## src/rtl/vend_dispense_sequencer.sv

```systemverilog
// Dispense sequencer: motor run, cup-sensor wait, then 25 Krs coin payout.
// Optional VEND_TIMEOUT_EN bounds the cup-sensor wait at TIMEOUT cycles and flags error.
module vend_dispense_sequencer #(
    parameter int DISP_CYCLES = 8,
    parameter int COIN_PULSE  = 2,
    parameter int COIN_GAP    = 2,
    parameter int TIMEOUT     = 64
) (
    input  logic       clk,
    input  logic       reset,
    input  logic       req_valid,
    output logic       req_ready,
    input  logic [1:0] req_product,
    input  logic [7:0] req_change,
    input  logic       sensor_cup,
    output logic [2:0] motor,
    output logic       coin_out,
    output logic [7:0] change_left,
    output logic       busy,
    output logic       done,
    output logic       error
);

    localparam int MAX_A   = (DISP_CYCLES > COIN_PULSE) ? DISP_CYCLES : COIN_PULSE;
    localparam int MAX_B   = (COIN_GAP > TIMEOUT) ? COIN_GAP : TIMEOUT;
    localparam int CNT_MAX = (MAX_A > MAX_B) ? MAX_A : MAX_B;
    localparam int CNT_W   = $clog2(CNT_MAX + 1);

    localparam logic [CNT_W-1:0] DISP_LAST  = CNT_W'(DISP_CYCLES - 1);
    localparam logic [CNT_W-1:0] PULSE_LAST = CNT_W'(COIN_PULSE - 1);
    localparam logic [CNT_W-1:0] GAP_LAST   = CNT_W'(COIN_GAP - 1);
    localparam logic [7:0]       COIN_VAL   = 8'd25;

    typedef enum logic [2:0] {
        S_IDLE, S_DISPENSE, S_WAIT_CUP, S_COIN_HI, S_COIN_LO, S_DONE
    } state_t;

    state_t           state_q, state_d;
    logic [CNT_W-1:0] cnt_q, cnt_d;
    logic [1:0]       product_q, product_d;
    logic [7:0]       change_q, change_d;
    logic             error_q, error_d;

    function automatic logic [7:0] pay_coin(input logic [7:0] owed);
        return owed - COIN_VAL;
    endfunction

    function automatic logic [2:0] motor_bit(input logic [1:0] product);
        case (product)
            2'b01:   return 3'b001;
            2'b10:   return 3'b010;
            2'b11:   return 3'b100;
            default: return 3'b000;
        endcase
    endfunction

    always_ff @(posedge clk or negedge reset) begin
        if (!reset) begin
            state_q   <= S_IDLE;
            cnt_q     <= '0;
            product_q <= 2'b00;
            change_q  <= 8'd0;
            error_q   <= 1'b0;
        end else begin
            state_q   <= state_d;
            cnt_q     <= cnt_d;
            product_q <= product_d;
            change_q  <= change_d;
            error_q   <= error_d;
        end
    end

    always_comb begin
        state_d   = state_q;
        cnt_d     = cnt_q + 1'b1;
        product_d = product_q;
        change_d  = change_q;
        error_d   = error_q;
        case (state_q)
            S_IDLE: begin
                cnt_d = '0;
                if (req_valid) begin
                    product_d = req_product;
                    change_d  = req_change;
                    error_d   = (req_product == 2'b00);
                    state_d   = (req_product == 2'b00) ? S_DONE : S_DISPENSE;
                end
            end
            S_DISPENSE: begin
                if (cnt_q == DISP_LAST) begin
                    cnt_d   = '0;
                    state_d = S_WAIT_CUP;
                end
            end
            S_WAIT_CUP: begin
                if (sensor_cup) begin
                    cnt_d   = '0;
                    state_d = (change_q >= COIN_VAL) ? S_COIN_HI : S_DONE;
                end
`ifdef VEND_TIMEOUT_EN
                else if (cnt_q == CNT_W'(TIMEOUT - 1)) begin
                    // Cup never arrived: abandon the vend, keep the owed change visible
                    cnt_d   = '0;
                    error_d = 1'b1;
                    state_d = S_DONE;
                end
`else
                else begin
                    cnt_d = '0;
                end
`endif
            end
            S_COIN_HI: begin
                if (cnt_q == PULSE_LAST) begin
                    cnt_d    = '0;
                    change_d = pay_coin(change_q);
                    state_d  = S_COIN_LO;
                end
            end
            S_COIN_LO: begin
                if (cnt_q == GAP_LAST) begin
                    cnt_d   = '0;
                    state_d = (change_q >= COIN_VAL) ? S_COIN_HI : S_DONE;
                end
            end
            S_DONE: begin
                cnt_d   = '0;
                state_d = S_IDLE;
            end
            default: begin
                cnt_d   = '0;
                state_d = S_IDLE;
            end
        endcase
    end

    // Outputs decode only from registered state, never from inputs
    always_comb begin
        req_ready   = (state_q == S_IDLE);
        busy        = (state_q != S_IDLE);
        done        = (state_q == S_DONE);
        coin_out    = (state_q == S_COIN_HI);
        motor       = (state_q == S_DISPENSE) ? motor_bit(product_q) : 3'b000;
        change_left = change_q;
        error       = error_q;
    end

endmodule

```

## config.mk

```make
export PLATFORM = sky130hd
export DESIGN_NAME = vend_dispense_sequencer
export DESIGN_NICKNAME = d
export VERILOG_FILES = /design/src/rtl/vend_dispense_sequencer.sv
export SDC_FILE = /design/constraint.sdc
export NUM_CORES = 1
export LEC_CHECK = 0
export ABC_AREA = 1
export ABC_CLOCK_PERIOD_IN_PS = 4000
export CORE_ASPECT_RATIO = 0.6
export CORE_MARGIN = 1
export CORE_UTILIZATION = 39
export CTS_BUF_LIST = sky130_fd_sc_hd__clkbuf_4
export DETAILED_ROUTE_END_ITERATION = 8
export GPL_ROUTABILITY_DRIVEN = 0
export PLACE_DENSITY = 0.73
export SYNTH_ARGS = -nofsm -noshare
export SYNTH_HDL_FRONTEND = slang
export SYNTH_SLANG_ARGS = --single-unit
```

## constraint.sdc

```tcl
create_clock -name clk -period 4 [get_ports clk]
set_input_delay 1 -clock clk [delete_from_list [all_inputs] [get_ports clk]]
set_output_delay 1 -clock clk [all_outputs]
set_load 0.005 [all_outputs]
```

==> impl_metrics.yaml <==
synthesis:
  syn_nets: 210
  synth_xor_area_frac: 0.0129
  synth.area.mux_share: 0
  synthCells: 192
  synth_top_area_cell: "dfrtp_1"
  synth_top_area_frac: 0.387
  synth_top_family_by_area: "simple AND/OR/NAND/NOR gates"
  ys_top_cells_by_area: "dfrtp_1, nand2_1, inv_1"
  ys_types: 25
  avgSynthCellArea_sq_um: 7.07
  syn_area_sq_um: 1360
  synth_warnings: 0
  synth-seq-cells: 21
  yosysSeqAreaShare: 0.387
  synthSimpleGateAreaFrac: 0.385
  synthAdderAreaFrac: 0.0369
  synth_compound_area_frac: 0.0857
power:
  p_clk_frac: 0.098
  p_sw_uw: 510
  switching_share: 0.454
  comb_power_share: 0.573
  p_leak_uw: 0.000833
  p_int_uw: 614
  total_power_uw: 1120
  pwr-share-seq: 0.330
  power_density_nw_per_um2: 658
  irDropWorstVdd_mv: 0.331
sta:
  drv_slew: 0
  period_needed_ps: 2930
  period_share: 0.733
  hold_violations: 0
  final-setup-viol-count: 0
  relSlewSlack: 0.346
  rsz0062_at_grt: "no"
  maxClockFrequency_ghz: 0.341
  tns_ps: 0
  fin_skew_ps: 5.23
  max_slew.worst_pin.slew_ps: 978
  fin_hold_ws_ps: 512
drt:
  first_pass_iters: 4
  avgViaCountPerCell: 4.64
  routed_wl_mm: 2.90
  avgRoutedWirePerCell_microns: 10.9
  ant_nets: 0
  drc: 0
  detail_route.iter0.violations: 57
  vias: 1238
clock_network:
  postCtsSetupBuffers: 0
  cts_hold_repair.buffers: 0
  tritoncts: "built"
  htree_levels: 1
  postCtsResizedCells: 0
  cts_buffer_depth: 2
  clockRootBuffer: "clkbuf_4"
  numCtsBuffers: 3
  cts.sinks: 21
  clk_latency_ps: 300
  clk_pin_slew_ps: 120
setup_path:
  cpMostUsedCell: "inv_1"
  path_buf_inv: 3
  critPathMaxFanout: 6
  critPathCaptureType: "primary output"
  cp-start-kind: "flop"
  crit_chain: "inv_1, nor3_2, inv_1, nor3_1, clkdlybuf4s50_1"
  path_class: "reg -> out"
  cp.required_ps: 3000
  critPathSlowestCell: "clkdlybuf4s50_1"
  cp.arrival_ps: 1930
  cpPeakStageDelay_ps: 530
  critPathTopFamily: "buffers and inverters"
finish:
  fillCellCount: 324
  n_antenna_cell: 0
  fin_util: 0.520
  drive_gt1_frac: 0.104
  nets: 241
  syn2layout_area_growth_pct: 25.7
run:
  drv_cap: 0
global_routing:
  gr-usage-met1: 0.251
  top_usage_layer: "met1"
  met2_usage: 0.246
  grt_use_total: 0.168
  use_met3: 0.0438
  grt_pass1_wl_mm: 4.66
  grt_max_degree: 22
  grt_overflow_total: 0
  antenna_found_initial: 0
  grt_pass1_vias: 994
floorplanning:
  die_w_microns: 78.2
  pin_count: 30
  core_area_sq_um: 3280
  die_area_sq_um: 3730
  die_h_microns: 47.7
  rows: 16
  start_util: 0.413
placement:
  port-buffer-count: 29
  dp_hpwl_mm: 2.21
status:
  status: "finished, final reports clean"
worst_hold_path:
  hold_class: "reg -> reg"
[final timing paths]
kind                                   to  cells after the start  slack (ps)            from
max in group asynchronous        cnt_q[5]                      1        2180           reset
min in group asynchronous    product_q[1]                      1        1220           reset
max                              motor[0]                      5        1070      state_q[0]
min reg2reg                change_left[2]                      2         510  change_left[2]
max reg2reg                change_left[2]                      7        2330      state_q[1]
min                        change_left[2]                      2         510  change_left[2]
[power groups by stage]
stage | logic [uW] | registers (uW) | clock network, uW
after floorplan | 438 | 355 | 0
after global placement | 637 | 372 | 0
after detailed placement | 641 | 373 | 0
after CTS | 645 | 370 | 115
after global routing | 728 | 386 | 122
final | 643 | 371 | 110
[state kept, by name, summed over array words and instances, names as in the netlist]
register	count
change_left	8
state_q	3
cnt_q	7
product_q	2
error	1
[per-stage QoR]
stage	instances	setup slack, ps	area [sq um]
floorplan	192	2040	1360
global route	267	906	1710
detailed placement	263	1420	1680
global placement	263	1470	1680
CTS	267	1060	1710
finish	267	1070	1710
[worst reg2reg max path, delay by kind of cell, from the launching register on]
family	cells	cell delay (ps)
simple gates	6	880
flops	1	560
compound gates	1	150
[synth_stat cells]
cell and number:
nand2_1 66, nand3_1 11, buf_2 1, o21ai_1 2, a21oi_2 1, inv_1 24, or2_2 4, nor3_2 2
o21a_1 1, nor2_2 2, inv_2 2, nor2_1 12, nor3_1 5, dfrtp_1 21, nor2_4 2, nand3_2 2
xor2_1 1, nand2_2 4, buf_6 2, ha_1 4, xnor2_1 1, and3_1 2, nand4_1 2, o21ai_0 11
a21oi_1 7
[logic make-up (layout without fill, tap and decap cells)]
kind of cell,Yosys count,count (layout)
AOI/OAI and AO/OA,22,22
and+or+nand+nor,114,114
xor gates and xnor gates,2,2
adders and majority gates,4,4
DFF,21,21
buffers and inverters,29,59
[cell type report]
| cell class | count | area (sq um) | area share |
|---|---|---|---|
| Clock buffer | 4 | 30.0 | 0.0176 |
| Sequential cell | 21 | 526 | 0.308 |
| Timing Repair Buffer | 29 | 290 | 0.170 |
| Inverter | 26 | 97.6 | 0.0572 |
| Tap cell | 45 | 56.3 | 0.0330 |
| Multi-Input combinational cell | 142 | 707 | 0.414 |
[routing by layer]
layer  wire [microns]  up-vias
li1                 -      663
met1             1640      546
met2             1120       27
met3              121        2
met4               15        0
met5                0        -
[cell usage in the layout, fill, tap and decap left out, types with 4 or more instances in the layout]
cell	synthesis	layout
ha_1	4	4
inv_1	24	24
dfrtp_1	21	21
clkdlybuf4s50_1	0	29
nand2_1	66	66
nand2_2	4	4
nor3_1	5	5
nor2_1	12	12
a21oi_1	7	7
or2_2	4	4
clkbuf_4	0	4
o21ai_0	11	11
nand3_1	11	11
Note: power is estimated with default switching activity, not from simulation.
